--- config.mk ---
export PLATFORM = sky130hd
export DESIGN_NAME = log_series_unit
export DESIGN_NICKNAME = d
export VERILOG_FILES = /design/src/rtl/log_series_pkg.sv /design/src/rtl/log_series_unit_coef.sv /design/src/rtl/log_series_unit.sv
export SDC_FILE = /design/constraint.sdc
export NUM_CORES = 1
export LEC_CHECK = 0
export CORE_ASPECT_RATIO = 0.5
export CORE_MARGIN = 2
export CORE_UTILIZATION = 58
export CTS_CLUSTER_DIAMETER = 150
export DETAILED_ROUTE_END_ITERATION = 10
export PLACE_DENSITY_LB_ADDON = 0.25
export SLEW_MARGIN = 5
export SYNTH_ARGS = -nofsm -noshare
export SYNTH_HDL_FRONTEND = slang
export SYNTH_SLANG_ARGS = --single-unit
--- constraint.sdc ---
create_clock -name clk -period 9.7 [get_ports clk]
set_clock_uncertainty 0.1 [all_clocks]
set_input_delay 1.94 -clock clk [delete_from_list [all_inputs] [get_ports clk]]
set_output_delay 1.94 -clock clk [all_outputs]
set_load 0.02 [all_outputs]
--- src/rtl/log_series_pkg.sv ---
// Shared types and constants for the ln(1+x) series evaluator.
package log_series_pkg;

  typedef enum logic [1:0] {
    S_IDLE = 2'd0,
    S_TERM = 2'd1,
    S_POW  = 2'd2,
    S_DONE = 2'd3
  } state_t;

  localparam int Q_FRAC = 8;

  // round(256/n) for n = 1..15; entry 0 holds c_1.
  localparam logic [15:0] COEF_TABLE [0:14] = '{
    16'd256, 16'd128, 16'd85, 16'd64, 16'd51, 16'd43, 16'd37, 16'd32,
    16'd28,  16'd26,  16'd23, 16'd21, 16'd20, 16'd18, 16'd17
  };

endpackage

--- src/rtl/log_series_unit_coef.sv ---
// Combinational 4-bit term index to 8-bit series coefficient lookup.
module coef_lut_8_bit
  import log_series_pkg::*;
(
  input  logic [3:0] i_n,
  output logic [7:0] o_coef
);

  // c_1 = 256 wraps to 0 here; the caller substitutes 0x0100 for n == 1.
  always_comb begin
    o_coef = 8'd0;
    if (i_n != 4'd0) begin
      o_coef = COEF_TABLE[i_n - 4'd1][7:0];
    end else begin
      o_coef = 8'd0;
    end
  end

endmodule

--- src/rtl/log_series_unit.sv ---
// Sequential Q8.8 ln(1+x) evaluator: alternating Taylor series over one shared
// 16x16 multiplier, with a done pulse, range error flag and threshold compare.
module log_series_unit
  import log_series_pkg::*;
#(
  parameter int N_TERMS = 8
) (
  input  logic        clk,
  input  logic        rst,
  input  logic        start,
  input  logic [15:0] inX,
  input  logic [7:0]  inY,
  output logic [15:0] out,
  output logic        busy,
  output logic        done,
  output logic        err,
  output logic        gt
);

  localparam logic [3:0] N_LAST = 4'(N_TERMS);

  state_t      r_state;
  logic [15:0] r_x;
  logic [15:0] r_p;
  logic [15:0] r_acc;
  logic [3:0]  r_n;
  logic [15:0] r_result;
  logic        r_err;
  logic        r_busy;
  logic        r_done;

  logic [7:0]  w_lut;
  logic [15:0] w_coef;
  logic [15:0] w_mul_b;
  logic [31:0] w_prod;
  logic [15:0] w_prod_q;

  coef_lut_8_bit u_coef (
    .i_n    (r_n),
    .o_coef (w_lut)
  );

  // Single multiplier: p times c_n while in TERM, p times x while in POW.
  assign w_coef   = (r_n == 4'd1) ? 16'h0100 : {8'h00, w_lut};
  assign w_mul_b  = (r_state == S_POW) ? r_x : w_coef;
  assign w_prod   = r_p * w_mul_b;
  assign w_prod_q = 16'(w_prod >> Q_FRAC);

  // Control FSM and datapath registers.
  always_ff @(posedge clk) begin
    if (!rst) begin
      r_state  <= S_IDLE;
      r_x      <= 16'h0000;
      r_p      <= 16'h0000;
      r_acc    <= 16'h0000;
      r_n      <= 4'd0;
      r_result <= 16'h0000;
      r_err    <= 1'b0;
      r_busy   <= 1'b0;
      r_done   <= 1'b0;
    end else begin
      case (r_state)
        S_IDLE: begin
          r_done <= 1'b0;
          if (start) begin
            r_busy <= 1'b1;
            if (inX[15:8] != 8'h00) begin
              r_err   <= 1'b1;
              r_done  <= 1'b1;
              r_state <= S_DONE;
            end else begin
              r_x     <= inX;
              r_p     <= inX;
              r_acc   <= 16'h0000;
              r_n     <= 4'd1;
              r_err   <= 1'b0;
              r_state <= S_TERM;
            end
          end else begin
            r_busy <= 1'b0;
          end
        end
        S_TERM: begin
          if (r_n[0]) begin
            r_acc <= r_acc + w_prod_q;
          end else begin
            r_acc <= r_acc - w_prod_q;
          end
          r_state <= S_POW;
        end
        S_POW: begin
          r_p <= w_prod_q;
          if (r_n == N_LAST) begin
            r_result <= r_acc;
            r_done   <= 1'b1;
            r_state  <= S_DONE;
          end else begin
            r_n     <= r_n + 4'd1;
            r_state <= S_TERM;
          end
        end
        S_DONE: begin
          r_done  <= 1'b0;
          r_busy  <= 1'b0;
          r_state <= S_IDLE;
        end
        default: begin
          r_done  <= 1'b0;
          r_busy  <= 1'b0;
          r_state <= S_IDLE;
        end
      endcase
    end
  end

  assign out  = r_result;
  assign busy = r_busy;
  assign done = r_done;
  assign err  = r_err;
  assign gt   = (inY > r_result[7:0]);

endmodule

==> out/metrics.cfg <==
[min_path]
min_to=out[15]
hold_start=out[15]
hold_depth=2
hp-class=flip-flop to flip-flop

[logic_synthesis]
synth_flop_cell=dfxtp_1
ys.warnings.count=0
synth_top_area_frac=0.291
synthArstFlopShare=0
syn_nets=1684
yosysTopAreaCell=fa_1
ys_top_cells_by_area=fa_1 (29%), dfxtp_1 (13%), ha_1 (11%), inv_1 (7.7%), nand2_1 (6.1%)
ys_ff_latch=73
synth_edf_count=0
netlist_area_um2=11600
yosysUniqueCellTypes=66
syn_inst=1389
ys_seq_area_frac=0.126
synth.avg_cell_area_um2=8.34

[floorplanning]
core_area_um2=19500
fp-row-count=36
dieArea_um2=21200
dieHeight_um=104
start_util=0.594
io_pins=47
die_w_um=204

[sta]
finalMaxSlewViolations=0
max_freq_ghz=0.108
hold_violations=0
setup_violations=0
slew_headroom=0.173
post-route-min-period_ns=9.27
whs_ns=0.360
finalCritPeriodShare=0.955
worst-slew-pin-transition_ns=1.24

[clock_network]
clk_latency_ns=0.35
hold_buffers=0
clk_pin_slew_ns=0.06
clock_sinks=73
tritoncts=done
clockBufferDepth=2
cts-htree-levels=3
cts_buffers=9
clock-root-buffer=clkbuf_16

[power]
switching_share=0.416
ir_drop_mv=0.102
pwr-share-comb=0.415
p_clk_frac=0.288
internal-power_mw=0.783
p_switching_mw=0.558
pwr-share-seq=0.297
power_mw=1.34
leakage_nw=5.95
powerDensity_nw_per_um2=104

[setup_path]
worst-path-buf-inv=6
critPathTopFamily=adder cells
r2r-start=r_n[0]
worstPathArrival_ns=9.41
slowest_delay_ns=0.55
reg2reg_depth=36
end_kind=flip-flop
cp_slowest_cell=fa_1
crit_path_frequent_cell=fa_1
ff2ff_setup_slack_ns=0.43
r2r_end=r_acc[15]
required_ns=9.85
crit_path_start_kind=flip-flop
setup.worst_path.class=flip-flop to flip-flop
crit_fanout=8

[global_routing]
grt_pass1_vias=9963
grt_pass1_wl_um=50300
grt_antenna_before_repair=1
track_usage=0.299
gr-total-overflow=0
grt_max_degree=79

[route]
routed-wl-met2_um=14000
highest_layer=met4
first_iter_violations=759
wl_per_cell_um=18.2
wirelength_um=30800
vias=9689
via_per_inst=5.73
wl_met1_um=13300
ant_nets=0
dr.pass1.iters=5
met3_length_um=2910
drc_errors=0

[placed_design]
dp_hpwl_um=23700
gp_congestion=0.930
port_buffers=46

[finish]
layout-drive-gt1-share=0.0750
most-common-layout-cells=inv_1 (238), nand2_1 (187), fa_1 (168)
fillers=1584
syn_to_final_growth_pct=11.9
antennaDiodeCount=0
layout_commonest_cell=inv_1
nNetsFinal=1716

[run_status]
outcome=complete, no violations

[run]
maxCapViolations=0

## registers in the layout (all words and copies together), names as in the netlist
name / cells
r_n: 4
r_x: 16
r_state: 2
err: 1
done: 1
out: 16
r_acc: 16
busy: 1
r_p: 16
## cells by family (layout without fill, tap and decap cells)
group,count (synthesis),count (layout),synth area share
AO/OA/AOI/OAI,198,198,0.115
buffers and inverters,309,346,0.102
XOR/XNOR,56,56,0.0437
multiplexers,16,16,0.0140
AND/OR/NAND/NOR,469,469,0.200
adder cells (fa/ha/maj),268,268,0.399
flip-flops,73,73,0.126
## repair_timing
action / 4_1_cts / 5_1_grt
setup buffers: 0 / 10
resized for setup: 2 / 48
cloned: 0 / 2
endpoints found under the setup margin: 2 / 7
pin swaps: 0 / 9
## worst reg2reg max path, delay by kind of cell, from the launching register on
kind,cells,cell delay (ns)
flops,1,0.39
xor+xnor,4,0.87
buf+inv,6,0.57
simple gates,5,1.02
compound gates,12,2.20
fa+ha+maj,9,4.05
## stage by stage
| step | setup slack [ns] | instances | area (um2) | util | setup TNS (ns) |
|---|---|---|---|---|---|
| after floorplan | 0.388 | 1389 | 11600 | - | 0 |
| after global placement | 0.254 | 1664 | 12300 | 0.633 | 0 |
| after detailed placement | -0.0982 | 1664 | 12300 | 0.633 | -0.0982 |
| after CTS | 0.0156 | 1680 | 12700 | 0.651 | 0 |
| after global routing | -0.0291 | 1692 | 13000 | 0.664 | -0.0291 |
| final | 0.433 | 1692 | 13000 | 0.664 | 0 |
## synth_stat cells (4+ instances only)
master / number
ha_1: 100
a21oi_1: 42
mux2i_1: 14
o31ai_1: 4
nor3b_1: 4
or2_2: 4
nand4_1: 4
a211oi_1: 10
and3_1: 55
nor4_1: 4
nor3_1: 17
nand2_1: 187
a22oi_1: 13
o21ai_1: 4
dfxtp_1: 73
a31oi_1: 9
a21boi_0: 21
nor2_1: 50
o21ai_0: 43
xor2_1: 13
nand2b_1: 5
nor2b_1: 41
clkbuf_1: 63
o211ai_1: 5
fa_1: 168
xnor2_1: 42
inv_1: 239
nand3_1: 18
a21o_1: 13
and2_1: 69
## worst max-delay path by stage
stage | startpoint | end | slack (ns) | cells past startpoint
after CTS | r_n[0] | r_acc[15] | 0.02 | 36
after floorplan | r_n[0] | r_acc[15] | 0.39 | 39
after global routing | r_n[0] | r_acc[15] | -0.03 | 36
final | r_n[0] | r_acc[15] | 0.43 | 36
after detailed placement | r_n[0] | r_acc[15] | -0.1 | 36
after global placement | r_n[0] | r_acc[15] | 0.25 | 36
## power by group through the flow
| stage | clock, mW | sequential [mW] | combinational (mW) |
|---|---|---|---|
| 6_report | 0.387 | 0.398 | 0.557 |
| 5_1_grt | 0.403 | 0.399 | 0.605 |
| 3_5_place_dp | 0 | 0.399 | 0.503 |
| 3_3_place_gp | 0 | 0.398 | 0.490 |
| 4_1_cts | 0.389 | 0.392 | 0.510 |
| 2_1_floorplan | 0 | 0.352 | 0.371 |
## metal layers
metal  global-route usage  vias to the layer above
met5                    0                        -
met4               0.0756                        0
met3               0.0633                       50
met2                0.473                      447
met1                0.419                     4724
li1                     -                     4468
## area by class of cell
type                    count  area [um2]  area share
multi-input cells        1007        9100       0.703
clock inverters             6        97.6     0.00753
flip-flops and latches     73        1470       0.113
well taps                 266         333      0.0257
clock buffers              10         239      0.0184
repair buffers             91         816      0.0630
inverters                 239         901      0.0695
(Power assumes the default switching activity.)
